==> config.mk <==
export PLATFORM = sky130hd
export DESIGN_NAME = reg_issue_ctrl_flat
export DESIGN_NICKNAME = d
export VERILOG_FILES = /design/src/rtl/reg_issue_ctrl_if.sv /design/src/rtl/reg_issue_ctrl.sv /design/src/flat_wrapper.sv
export SDC_FILE = /design/constraint.sdc
export NUM_CORES = 1
export LEC_CHECK = 0
export ABC_AREA = 0
export BUFFER_PORTS_ARGS = -buffer_cell sky130_fd_sc_hd__buf_4
export CAP_MARGIN = 20
export CORE_MARGIN = 8
export CORE_UTILIZATION = 53
export CTS_CLUSTER_SIZE = 14
export DETAILED_ROUTE_END_ITERATION = 10
export PLACE_DENSITY = 0.77
export RECOVER_POWER = 25
export REMOVE_ABC_BUFFERS = 1
export SYNTH_ARGS = -nofsm -noshare
export SYNTH_HDL_FRONTEND = slang
export SYNTH_SLANG_ARGS = --single-unit
==> constraint.sdc <==
create_clock -name clk -period 4.7 [get_ports clk]
set_input_delay 1.175 -clock clk [delete_from_list [all_inputs] [get_ports clk]]
set_output_delay 1.175 -clock clk [all_outputs]
set_load 0.1 [all_outputs]
==> src/rtl/reg_issue_ctrl_if.sv <==
// reg_issue_ctrl_if: decode/writeback/flush bundle between the pipeline and the issue controller.
interface reg_issue_ctrl_if #(
  parameter int WIDTH = 32,
  parameter int CNT_W = 16
) ();
  localparam int ADDR_WIDTH = $clog2(WIDTH);
  logic                  issue_valid;
  logic                  issue_ready;
  logic [ADDR_WIDTH-1:0] rnum1;
  logic [ADDR_WIDTH-1:0] rnum2;
  logic                  use_r1;
  logic                  use_r2;
  logic [ADDR_WIDTH-1:0] wnum;
  logic                  is_write_reg;
  logic                  wb_valid;
  logic [ADDR_WIDTH-1:0] wb_num;
  logic                  flush;
  logic [1:0]            state;
  logic [3:0]            inflight;
  logic [CNT_W-1:0]      stall_cnt;
  logic                  err_wb;
  modport master (
    output issue_valid, rnum1, rnum2, use_r1, use_r2, wnum, is_write_reg, wb_valid, wb_num, flush,
    input  issue_ready, state, inflight, stall_cnt, err_wb
  );
  modport slave (
    input  issue_valid, rnum1, rnum2, use_r1, use_r2, wnum, is_write_reg, wb_valid, wb_num, flush,
    output issue_ready, state, inflight, stall_cnt, err_wb
  );
endinterface

==> src/rtl/reg_issue_ctrl.sv <==
// reg_issue_ctrl: register scoreboard issue control with busy bits, in-flight write limit,
// flush/drain state machine, saturating stall counter and writeback error pulse.
module reg_issue_ctrl #(
  parameter int WIDTH        = 32,
  parameter int MAX_INFLIGHT = 4,
  parameter int CNT_W        = 16
) (
  input logic              clk,
  input logic              rst_n,
  reg_issue_ctrl_if.slave  bus
);
  typedef enum logic [1:0] {RUN = 2'd0, STALL = 2'd1, FLUSH = 2'd2} state_t;
  state_t           r_state;
  logic [WIDTH-1:0] r_busy;
  logic [3:0]       r_inflight;
  logic [CNT_W-1:0] r_stall_cnt;
  logic             r_err_wb;
  logic [WIDTH-1:0] w_wb_oh, w_eff, w_set, w_clr;
  logic             w_wb_hit, w_cap, w_hazard, w_ready, w_fire, w_inc, w_dec;
  assign w_wb_oh  = bus.wb_valid ? (WIDTH'(1) << bus.wb_num) : '0;
  assign w_wb_hit = bus.wb_valid & r_busy[bus.wb_num];
  // Same-cycle writeback releases the hazard on its register.
  assign w_eff    = r_busy & ~w_wb_oh;
  assign w_cap    = bus.is_write_reg & (bus.wnum != '0) & (r_inflight == 4'(MAX_INFLIGHT)) & ~w_wb_hit;
  assign w_hazard = (bus.use_r1 & w_eff[bus.rnum1]) | (bus.use_r2 & w_eff[bus.rnum2]) |
                    (bus.is_write_reg & w_eff[bus.wnum]) | w_cap;
  assign w_ready  = (r_state != FLUSH) & ~w_hazard & ~bus.flush;
  assign w_fire   = bus.issue_valid & w_ready;
  assign w_set    = (w_fire & bus.is_write_reg & (bus.wnum != '0)) ? (WIDTH'(1) << bus.wnum) : '0;
  assign w_clr    = w_wb_hit ? w_wb_oh : '0;
  assign w_inc    = |w_set;
  assign w_dec    = w_wb_hit;
  always_ff @(posedge clk or negedge rst_n) begin
    if (!rst_n) begin
      r_state     <= RUN;
      r_busy      <= '0;
      r_inflight  <= '0;
      r_stall_cnt <= '0;
      r_err_wb    <= 1'b0;
    end else begin
      r_busy     <= (r_busy & ~w_clr) | w_set;
      r_inflight <= (w_inc & ~w_dec) ? r_inflight + 4'd1 :
                    (w_dec & ~w_inc) ? r_inflight - 4'd1 : r_inflight;
      r_err_wb   <= bus.wb_valid & ~r_busy[bus.wb_num];
      if (bus.issue_valid & ~w_ready & ~(&r_stall_cnt))
        r_stall_cnt <= r_stall_cnt + 1'b1;
      case (r_state)
        RUN:     r_state <= bus.flush ? FLUSH : (bus.issue_valid & ~w_ready) ? STALL : RUN;
        STALL:   r_state <= bus.flush ? FLUSH : (w_fire | ~bus.issue_valid) ? RUN : STALL;
        FLUSH:   r_state <= ((r_inflight == '0) & (r_busy == '0)) ? RUN : FLUSH;
        default: r_state <= RUN;
      endcase
    end
  end
  assign bus.issue_ready = w_ready;
  assign bus.state       = r_state;
  assign bus.inflight    = r_inflight;
  assign bus.stall_cnt   = r_stall_cnt;
  assign bus.err_wb      = r_err_wb;
endmodule
==> src/flat_wrapper.sv <==
// flat-port wrapper written by rule: the top's interface ports become plain ports
module reg_issue_ctrl_flat 
#(
  parameter int WIDTH        = 32,
  parameter int MAX_INFLIGHT = 4,
  parameter int CNT_W        = 16
)
  (clk, rst_n, bus_issue_valid, bus_rnum1, bus_rnum2, bus_use_r1, bus_use_r2, bus_wnum, bus_is_write_reg, bus_wb_valid, bus_wb_num, bus_flush, bus_issue_ready, bus_state, bus_inflight, bus_stall_cnt, bus_err_wb);
  reg_issue_ctrl_if #(.WIDTH(WIDTH), .CNT_W(CNT_W)) bus_i ();
  input logic clk;
  input logic rst_n;
  input wire logic [$bits(bus_i.issue_valid)-1:0] bus_issue_valid;
  input wire logic [$bits(bus_i.rnum1)-1:0] bus_rnum1;
  input wire logic [$bits(bus_i.rnum2)-1:0] bus_rnum2;
  input wire logic [$bits(bus_i.use_r1)-1:0] bus_use_r1;
  input wire logic [$bits(bus_i.use_r2)-1:0] bus_use_r2;
  input wire logic [$bits(bus_i.wnum)-1:0] bus_wnum;
  input wire logic [$bits(bus_i.is_write_reg)-1:0] bus_is_write_reg;
  input wire logic [$bits(bus_i.wb_valid)-1:0] bus_wb_valid;
  input wire logic [$bits(bus_i.wb_num)-1:0] bus_wb_num;
  input wire logic [$bits(bus_i.flush)-1:0] bus_flush;
  output wire logic [$bits(bus_i.issue_ready)-1:0] bus_issue_ready;
  output wire logic [$bits(bus_i.state)-1:0] bus_state;
  output wire logic [$bits(bus_i.inflight)-1:0] bus_inflight;
  output wire logic [$bits(bus_i.stall_cnt)-1:0] bus_stall_cnt;
  output wire logic [$bits(bus_i.err_wb)-1:0] bus_err_wb;
  assign bus_i.issue_valid = bus_issue_valid;
  assign bus_i.rnum1 = bus_rnum1;
  assign bus_i.rnum2 = bus_rnum2;
  assign bus_i.use_r1 = bus_use_r1;
  assign bus_i.use_r2 = bus_use_r2;
  assign bus_i.wnum = bus_wnum;
  assign bus_i.is_write_reg = bus_is_write_reg;
  assign bus_i.wb_valid = bus_wb_valid;
  assign bus_i.wb_num = bus_wb_num;
  assign bus_i.flush = bus_flush;
  assign bus_issue_ready = bus_i.issue_ready;
  assign bus_state = bus_i.state;
  assign bus_inflight = bus_i.inflight;
  assign bus_stall_cnt = bus_i.stall_cnt;
  assign bus_err_wb = bus_i.err_wb;
  reg_issue_ctrl #(.WIDTH(WIDTH), .MAX_INFLIGHT(MAX_INFLIGHT), .CNT_W(CNT_W)) u_core (.clk(clk), .rst_n(rst_n), .bus(bus_i));
endmodule
==> results_tabular.tex, run 1 <==
\begin{tabular}{lr}
\hline
Metric & Value \\
\hline
\multicolumn{2}{l}{\textbf{Status}} \\
\quad Outcome & complete, but fails checks \\
\quad Failing checks & capacitance limit, slew limit, setup timing \\
\multicolumn{2}{l}{\textbf{Worst setup path}} \\
\quad Worst path arrival time & 3570 ps \\
\quad Critical Path Sink Type & output port \\
\quad Kind of start point of the critical path & input pin \\
\quad Reg2reg setup slack & 1020 ps \\
\quad Biggest fanout along the worst timing path & 8 \\
\quad Data required time of the critical path & 3520 ps \\
\quad Type of the setup path with the least slack & input pin to output port \\
\multicolumn{2}{l}{\textbf{Timing}} \\
\quad Unrepaired setup endpoints after global routing & true \\
\quad Fin Clk Skew & 13.0 ps \\
\quad Max-slew headroom at the worst pin & -98.3\% \\
\quad Final critical-path share of the clock period & 101\% \\
\quad Slack of the critical path & -48.9 ps \\
\quad Peak clock frequency supported by timing & 211 MHz \\
\quad Summed negative setup slack over all endpoints & -48.9 ps \\
\quad Count of final max-slew check failures & 56 \\
\quad Time the final worst path needs with I/O delays and setup & 4750 ps \\
\quad Worst Tran Pin Value & 2970 ps \\
\quad Hold Violations, Final & 0 \\
\quad Setup-failing EPs final & 1 \\
\multicolumn{2}{l}{\textbf{Logic synthesis}} \\
\quad Synthesized area divided by synthesized cell count & 9.18 sq um \\
\quad Ranking of synthesized cells by area & sky130\_fd\_sc\_hd\_\_dfrtp\_1 (33\%), sky130\_fd\_sc\_hd\_\_mux4\_2 (7.5\%), sky130\_fd\_sc\_hd\_\_o21ai\_1 (3.9\%) \\
\quad Register area share after synthesis & 32.9\% \\
\quad Synth Instances & 456 \\
\quad Largest area contributor in the synthesized netlist & sky130\_fd\_sc\_hd\_\_dfrtp\_1 \\
\quad Synthesis warning total & 0 \\
\quad Summed instance area of the synthesized netlist & 4190 sq um \\
\quad Post-synthesis async set-or-reset flop share & 100\% \\
\quad Number of unique standard cell types used by synthesis & 67 \\
\quad Post-synth EDFFs & 0 \\
\quad Number of storage elements in the synthesis netlist & 55 \\
\quad Yosys top cell area share & 32.9\% \\
\quad Most instantiated flip-flop cell in the synthesis netlist & sky130\_fd\_sc\_hd\_\_dfrtp\_1 \\
\multicolumn{2}{l}{\textbf{Floorplan}} \\
\quad Floorplan Core Area & 7690 sq um \\
\quad Floorplan die area & 11000 sq um \\
\quad Chip height & 105 microns \\
\quad Site Rows & 32 \\
\quad Die W & 105 microns \\
\quad \# IOs & 52 \\
\quad Starting density of the core & 54.5\% \\
\multicolumn{2}{l}{\textbf{Placed design}} \\
\quad Final HPWL from detailed placement & 12.8 mm \\
\quad Cell count after placement & 663 \\
\quad IO Port Bufs & 51 \\
\quad Global placement routability congestion & 1.08 \\
\multicolumn{2}{l}{\textbf{CTS}} \\
\quad TritonCTS Sinks & 55 \\
\quad H-tree depth & 2 \\
\quad Clock Pin Slew Worst Setup and Hold Paths & 100 ps \\
\quad Number of hold buffers added after CTS & 0 \\
\quad Clock tree from TritonCTS & built \\
\quad Num CTS Buffers & 5 \\
\quad CTS Buffer Depth & 2 \\
\quad Clock root buffer master & sky130\_fd\_sc\_hd\_\_clkbuf\_8 \\
\quad Clock latency reported for the late side of the worst-skew pair & 330 ps \\
\multicolumn{2}{l}{\textbf{Drt}} \\
\quad Number of iterations in the first detailed-routing pass & 5 \\
\quad Avg WL per Cell & 24.7 microns \\
\quad Post-route DRC & 0 \\
\quad Count of nets left with antenna violations after detail routing & 0 \\
\quad Final routed wirelength across all metal layers & 16.7 mm \\
\quad Number of vias in the routed layout & 4704 \\
\quad Initial drt markers & 595 \\
\quad Post-detailed-route via-to-cell ratio & 6.97 \\
\multicolumn{2}{l}{\textbf{Final layout}} \\
\quad Fin nets & 605 \\
\quad Diode count & 0 \\
\quad Area growth, synth to finish & 34.2\% \\
\quad Fraction of final layout cells sized beyond drive strength 1 & 35.4\% \\
\quad Non-filler cells, final & 675 \\
\multicolumn{2}{l}{\textbf{Global route}} \\
\quad Via count of the first global-routing pass & 4529 \\
\quad Gr ovfl total & 0 \\
\quad Largest net degree at the start of global routing & 56 \\
\quad Antenna violations before repair & 0 \\
\quad GR Util All Layers & 29.8\% \\
\quad Global-route wire length before repair & 25.7 mm \\
\multicolumn{2}{l}{\textbf{Power}} \\
\quad Leakage power summed over all cells & 2.33 nW \\
\quad Max IR drop VDD & 0.735 mV \\
\quad Areal power density over the cells & 368 nW/um\^{}2 \\
\multicolumn{2}{l}{\textbf{Job}} \\
\quad Reported max-cap violation count & 1 \\
\multicolumn{2}{l}{\textbf{Worst hold path}} \\
\quad Worst min-delay path class & flop to flop \\
\hline
\end{tabular}
stage by stage:
stage	power [W]	cell area [sq um]	util, %	hold slack (ps)	worst slack (ps)
6_report	0.00207	5620	73.1	502	-48.9
5_1_grt	0.00214	5620	73.1	516	-78.8
4_1_cts	0.00203	5470	71.2	504	1.59
3_5_place_dp	0.00172	5210	67.8	487	-355
3_3_place_gp	0.00169	5210	67.8	476	-310
2_1_floorplan	0.00133	4060	-	500	-57.9
path summary, 6_finish.rpt:
| path | start | to | depth (start not counted) |
|---|---|---|---|
| min | u_core.bus.stall_cnt[11] | u_core.bus.stall_cnt[11] | 1 |
| max reg2reg | u_core.r_busy[28] | u_core.bus.inflight[3] | 16 |
| max in group asynchronous | rst_n | u_core.r_busy[8] | 1 |
| max | bus_wb_num[2] | bus_issue_ready | 12 |
| min reg2reg | u_core.bus.stall_cnt[11] | u_core.bus.stall_cnt[11] | 1 |
| min in group asynchronous | rst_n | u_core.bus.inflight[1] | 1 |
placed cells by master, fill, tap and decap left out, types with 12 or more instances in the layout:
cell type                  count
sky130_fd_sc_hd__and3_1       13
sky130_fd_sc_hd__buf_4       131
sky130_fd_sc_hd__dfrtp_1      55
sky130_fd_sc_hd__inv_1        17
sky130_fd_sc_hd__mux4_2       14
sky130_fd_sc_hd__nand2_1      22
sky130_fd_sc_hd__nand3_1      20
sky130_fd_sc_hd__nand4_1      14
sky130_fd_sc_hd__nor2_1       14
sky130_fd_sc_hd__o211ai_1     19
sky130_fd_sc_hd__o21ai_0      12
sky130_fd_sc_hd__o21ai_1      31
sky130_fd_sc_hd__o31ai_1      15
sky130_fd_sc_hd__xnor2_1      17
flip-flops by register name, summed over array words and instances (netlist names):
name / flops
u_core.bus.state: 2
u_core.bus.stall_cnt: 16
u_core.bus.inflight: 4
u_core.r_busy: 32
u_core.bus.err_wb: 1
cells in the mapped netlist, types with 3 or more instances:
master	number
sky130_fd_sc_hd__buf_2	11
sky130_fd_sc_hd__mux4_2	14
sky130_fd_sc_hd__o21ai_0	19
sky130_fd_sc_hd__o21ai_1	33
sky130_fd_sc_hd__dfrtp_1	55
sky130_fd_sc_hd__nand2_1	23
sky130_fd_sc_hd__nand3_1	20
sky130_fd_sc_hd__nor2_1	16
sky130_fd_sc_hd__a22oi_1	3
sky130_fd_sc_hd__nor3_1	10
sky130_fd_sc_hd__mux2_2	7
sky130_fd_sc_hd__nor4_1	9
sky130_fd_sc_hd__a2111oi_0	3
sky130_fd_sc_hd__a21oi_1	4
sky130_fd_sc_hd__ha_1	4
sky130_fd_sc_hd__clkbuf_1	18
sky130_fd_sc_hd__a211oi_1	3
sky130_fd_sc_hd__and3_1	13
sky130_fd_sc_hd__o2111ai_1	3
sky130_fd_sc_hd__nand2b_1	8
sky130_fd_sc_hd__o22ai_1	7
sky130_fd_sc_hd__mux2i_1	10
sky130_fd_sc_hd__nor2b_1	10
sky130_fd_sc_hd__mux2_1	4
sky130_fd_sc_hd__nand4bb_1	3
sky130_fd_sc_hd__and2_1	5
sky130_fd_sc_hd__xnor2_1	18
sky130_fd_sc_hd__o31ai_1	15
sky130_fd_sc_hd__or4_1	3
sky130_fd_sc_hd__or2_1	3
sky130_fd_sc_hd__nand4b_1	4
sky130_fd_sc_hd__nand4_1	14
sky130_fd_sc_hd__a21o_1	3
sky130_fd_sc_hd__o21a_1	3
sky130_fd_sc_hd__inv_1	17
sky130_fd_sc_hd__o211ai_1	19
what timing repair did:
item                                    in CTS  in global routing
pin swaps                                   15                 13
gates resized for setup                     30                 27
setup buffers                                3                  1
endpoints found under the setup margin       2                  4
metal layers:
metal	vias up	share of wire, %	GRT usage [%]
met4	0	6.5	16.6
met2	358	43	43.7
met5	-	0	0
li1	2011	-	-
met1	2258	39	39.7
met3	77	12	7.00
worst max-delay path: stages:
cell	delay (ps)
sky130_fd_sc_hd__buf_12	110
sky130_fd_sc_hd__buf_6	110
sky130_fd_sc_hd__nand4b_1	210
sky130_fd_sc_hd__buf_4	190
sky130_fd_sc_hd__o21ai_4	160
sky130_fd_sc_hd__nor2_2	70
sky130_fd_sc_hd__or4_4	520
sky130_fd_sc_hd__o311ai_4	230
sky130_fd_sc_hd__o2111ai_2	230
sky130_fd_sc_hd__or2_1	290
sky130_fd_sc_hd__inv_2	90
sky130_fd_sc_hd__buf_12	170
power breakdown:
group | switching [W] | internal, W | leakage (nW)
combinational | 0.000743 | 0.000366 | 1.55
sequential | 0.000115 | 0.000555 | 0.733
clock | 0.000180 | 0.000108 | 0.0418
layout make-up:
class | count | area (sq um)
Multi-Input combinational cell | 353 | 2870
Fill cell | 607 | 2070
Sequential cell | 55 | 1380
Timing Repair Buffer | 139 | 1090
Tap cell | 102 | 128
Clock buffer | 6 | 72.6
Inverter | 18 | 67.6
Clock inverter | 2 | 16.3
kinds of logic (layout without fill, tap and decap cells):
kind of cell	after synthesis	after routing	share of synthesized area (%)
and+or+nand+nor	155	155	21.4
AOI/OAI and AO/OA	138	138	22.3
DFF	55	55	32.9
buffers and inverters	48	165	4.72
muxes	35	35	12.9
xor gates and xnor gates	20	20	4.18
adders and majority gates	5	5	1.67
Power figures use the tool's default switching activity.
==> run 2, diff against run 1 <==
Settings changed: CORE_ASPECT_RATIO set to 0.5.
==> results_tabular.tex, run 2 (synthesis gave the netlist of run 1 again) <==
\begin{tabular}{lr}
\hline
Metric & Value \\
\hline
\multicolumn{2}{l}{\textbf{Status}} \\
\quad Outcome & complete, but fails checks \\
\quad Failing checks & capacitance limit, slew limit, setup timing \\
\multicolumn{2}{l}{\textbf{Drt}} \\
\quad Number of iterations in the first detailed-routing pass & 7 \\
\quad Post-route DRC & 0 \\
\quad Number of vias in the routed layout & 4754 \\
\quad Avg WL per Cell & 25.1 microns \\
\quad Initial drt markers & 547 \\
\quad Final routed wirelength across all metal layers & 17.6 mm \\
\quad Post-detailed-route via-to-cell ratio & 6.78 \\
\quad Count of nets left with antenna violations after detail routing & 0 \\
\multicolumn{2}{l}{\textbf{Final layout}} \\
\quad Fin nets & 621 \\
\quad Most common cell after layout, fill and taps aside & sky130\_fd\_sc\_hd\_\_buf\_4 \\
\quad Non-filler cells, final & 701 \\
\quad Fillcell total & 598 \\
\quad Leading cell types in the layout, fill and taps excluded & sky130\_fd\_sc\_hd\_\_buf\_4 (148), sky130\_fd\_sc\_hd\_\_dfrtp\_1 (55), sky130\_fd\_sc\_hd\_\_o21ai\_1 (31) \\
\quad Fraction of final layout cells sized beyond drive strength 1 & 38.0\% \\
\quad Area occupied by multi-input gates & 2850 sq um \\
\quad Diode count & 0 \\
\quad Post-layout utilization of the core & 74.0\% \\
\quad Area growth, synth to finish & 38.3\% \\
\quad Largest register FFs & 32 \\
\quad Register bank with the most flops & u\_core.r\_busy \\
\quad Sequential cell area & 1380 sq um \\
\multicolumn{2}{l}{\textbf{CTS}} \\
\quad Clock root buffer master & sky130\_fd\_sc\_hd\_\_clkbuf\_16 \\
\quad TritonCTS Sinks & 55 \\
\quad H-tree depth & 2 \\
\quad Clock Pin Slew Worst Setup and Hold Paths & 90 ps \\
\quad Num CTS Buffers & 5 \\
\quad Clock tree from TritonCTS & built \\
\quad Number of hold buffers added after CTS & 0 \\
\quad Clock latency reported for the late side of the worst-skew pair & 320 ps \\
\quad CTS Buffer Depth & 2 \\
\multicolumn{2}{l}{\textbf{Worst setup path}} \\
\quad Data required time of the critical path & 3520 ps \\
\quad Biggest fanout along the worst timing path & 7 \\
\quad Max stage delay cell, worst path & sky130\_fd\_sc\_hd\_\_or4b\_4 \\
\quad List of cells traversed by the critical path & buf\_8 -> or4b\_4 -> o21ai\_4 -> buf\_6 -> o211ai\_1 -> a32o\_2 -> a2111oi\_4 -> o2111ai\_2 -> or2\_1 -> inv\_2 -> buf\_12 \\
\quad Worst path arrival time & 3670 ps \\
\quad CP bufs+invs & 4 \\
\quad Delay of the slowest cell on the worst path & 610 ps \\
\quad Type of the setup path with the least slack & input pin to output port \\
\quad Top cell family by delay on the critical path & compound AO/OA/AOI/OAI gates \\
\quad Kind of start point of the critical path & input pin \\
\quad Critical Path Sink Type & output port \\
\multicolumn{2}{l}{\textbf{Worst hold path}} \\
\quad Worst min-delay path class & flop to flop \\
\multicolumn{2}{l}{\textbf{Power}} \\
\quad Proportion of power drawn by combinational gates & 50.5\% \\
\quad Areal power density over the cells & 389 nW/um\^{}2 \\
\quad Portion of total power attributed to sequential cells & 30.4\% \\
\quad Switching power total & 0.00110 W \\
\quad Max IR drop VDD & 0.549 mV \\
\quad Leakage power summed over all cells & 2.42 nW \\
\quad Design Power & 0.00225 W \\
\quad Switching share of power & 48.9\% \\
\quad Clock Power Share & 19.1\% \\
\quad Internal power of the cells & 0.00115 W \\
\multicolumn{2}{l}{\textbf{Timing}} \\
\quad Fin Clk Skew & 6.50 ps \\
\quad Final critical-path share of the clock period & 103\% \\
\quad Time the final worst path needs with I/O delays and setup & 4840 ps \\
\quad Setup-failing EPs final & 1 \\
\quad Slack of the critical path & -142 ps \\
\quad Unrepaired setup endpoints after global routing & true \\
\quad Count of final max-slew check failures & 56 \\
\quad Worst Tran Pin Value & 3070 ps \\
\quad Max-slew headroom at the worst pin & -104\% \\
\quad Peak clock frequency supported by timing & 207 MHz \\
\quad Hold Violations, Final & 0 \\
\quad Min Hold Slack & 508 ps \\
\multicolumn{2}{l}{\textbf{Placed design}} \\
\quad IO Port Bufs & 51 \\
\quad Final HPWL from detailed placement & 13.5 mm \\
\quad Cell count after placement & 689 \\
\quad Global placement routability congestion & 1.02 \\
\multicolumn{2}{l}{\textbf{Global route}} \\
\quad GR Util All Layers & 31.4\% \\
\quad Antenna violations before repair & 0 \\
\quad Via count of the first global-routing pass & 4581 \\
\quad Largest net degree at the start of global routing & 56 \\
\quad Gr ovfl total & 0 \\
\quad Global-route wire length before repair & 26.7 mm \\
\multicolumn{2}{l}{\textbf{Floorplan}} \\
\quad Chip height & 78.9 microns \\
\quad Floorplan Core Area & 7830 sq um \\
\quad Starting density of the core & 53.5\% \\
\quad \# IOs & 52 \\
\quad Die W & 142 microns \\
\quad Floorplan die area & 11200 sq um \\
\quad Site Rows & 23 \\
\multicolumn{2}{l}{\textbf{Job}} \\
\quad Reported max-cap violation count & 1 \\
\hline
\end{tabular}
==> run 2: cell count changes in the layout (fill, tap and decap cells not counted), sizes merged <==
| cell | before | now |
|---|---|---|
| buf | 138 | 154 |
| clkinv | 0 | 2 |
| clkbuf | 7 | 6 |
| clkinvlp | 1 | 0 |
==> run 2: worst register-to-register path: stages (launching register included) <==
cell,delay [ps]
sky130_fd_sc_hd__dfrtp_1,460
sky130_fd_sc_hd__mux2_1,370
sky130_fd_sc_hd__o21a_1,210
sky130_fd_sc_hd__a21o_1,190
sky130_fd_sc_hd__o311a_1,370
sky130_fd_sc_hd__a41oi_1,200
sky130_fd_sc_hd__buf_4,170
sky130_fd_sc_hd__o2111ai_2,150
sky130_fd_sc_hd__or3_4,420
sky130_fd_sc_hd__nor2_4,130
sky130_fd_sc_hd__ha_4,150
sky130_fd_sc_hd__inv_2,50
sky130_fd_sc_hd__buf_4,140
sky130_fd_sc_hd__ha_4,220
sky130_fd_sc_hd__a21oi_2,160
sky130_fd_sc_hd__xnor2_1,130
sky130_fd_sc_hd__nor2_1,80
sky130_fd_sc_hd__xor2_1,160
==> run 2: stage by stage <==
stage | area [sq um] | TNS (ps) | setup slack (ps)
3_5_place_dp | 5330 | -1270 | -443
2_1_floorplan | 4060 | -87.7 | -57.9
5_1_grt | 5790 | -169 | -169
6_report | 5790 | -142 | -142
3_3_place_gp | 5330 | -1160 | -396
4_1_cts | 5650 | -65.4 | -65.4
==> run 2: final timing paths <==
kind | start | slack [ps] | cells past startpoint | to
min in group asynchronous | rst_n | 1850 | 1 | u_core.bus.inflight[1]
max in group asynchronous | rst_n | 1110 | 1 | u_core.r_busy[26]
worst max register to register | u_core.r_busy[29] | 840 | 17 | u_core.bus.inflight[3]
worst min register to register | u_core.bus.stall_cnt[11] | 510 | 1 | u_core.bus.stall_cnt[11]
worst max-delay path | bus_wb_num[1] | -140 | 11 | bus_issue_ready
worst min-delay path | u_core.bus.stall_cnt[11] | 510 | 1 | u_core.bus.stall_cnt[11]
==> run 2: repair_timing <==
item,4_1_cts,5_1_grt
buffers inserted,2,2
gates resized for setup,29,30
pin swaps,9,16
endpoints found under the setup margin,2,2
==> run 2: area by class of cell <==
| class | instances | share of cell area, % |
|---|---|---|
| flip-flops and latches | 55 | 23.8 |
| clock buffers | 5 | 2.16 |
| multi-input cells | 353 | 49.3 |
| repair buffers | 155 | 20.6 |
| clock inverters | 3 | 0.583 |
| inverters | 18 | 1.17 |
| well taps | 112 | 2.42 |
==> run 2: power groups by stage <==
stage | registers (W) | logic (W) | clock network [W]
after detailed placement | 0.000674 | 0.00106 | 0
after global placement | 0.000670 | 0.00104 | 0
after CTS | 0.000668 | 0.00109 | 0.000420
after global routing | 0.000690 | 0.00119 | 0.000440
final | 0.000684 | 0.00114 | 0.000429
after floorplan | 0.000998 | 0.000327 | 0
==> run 2: layer usage <==
layer	share of wire [%]	track usage [%]	up-vias
met5	0	0	-
met4	3.1	11.1	0
met3	14	11.1	58
met2	41	44.8	356
met1	42	43.2	2306
li1	-	-	2034
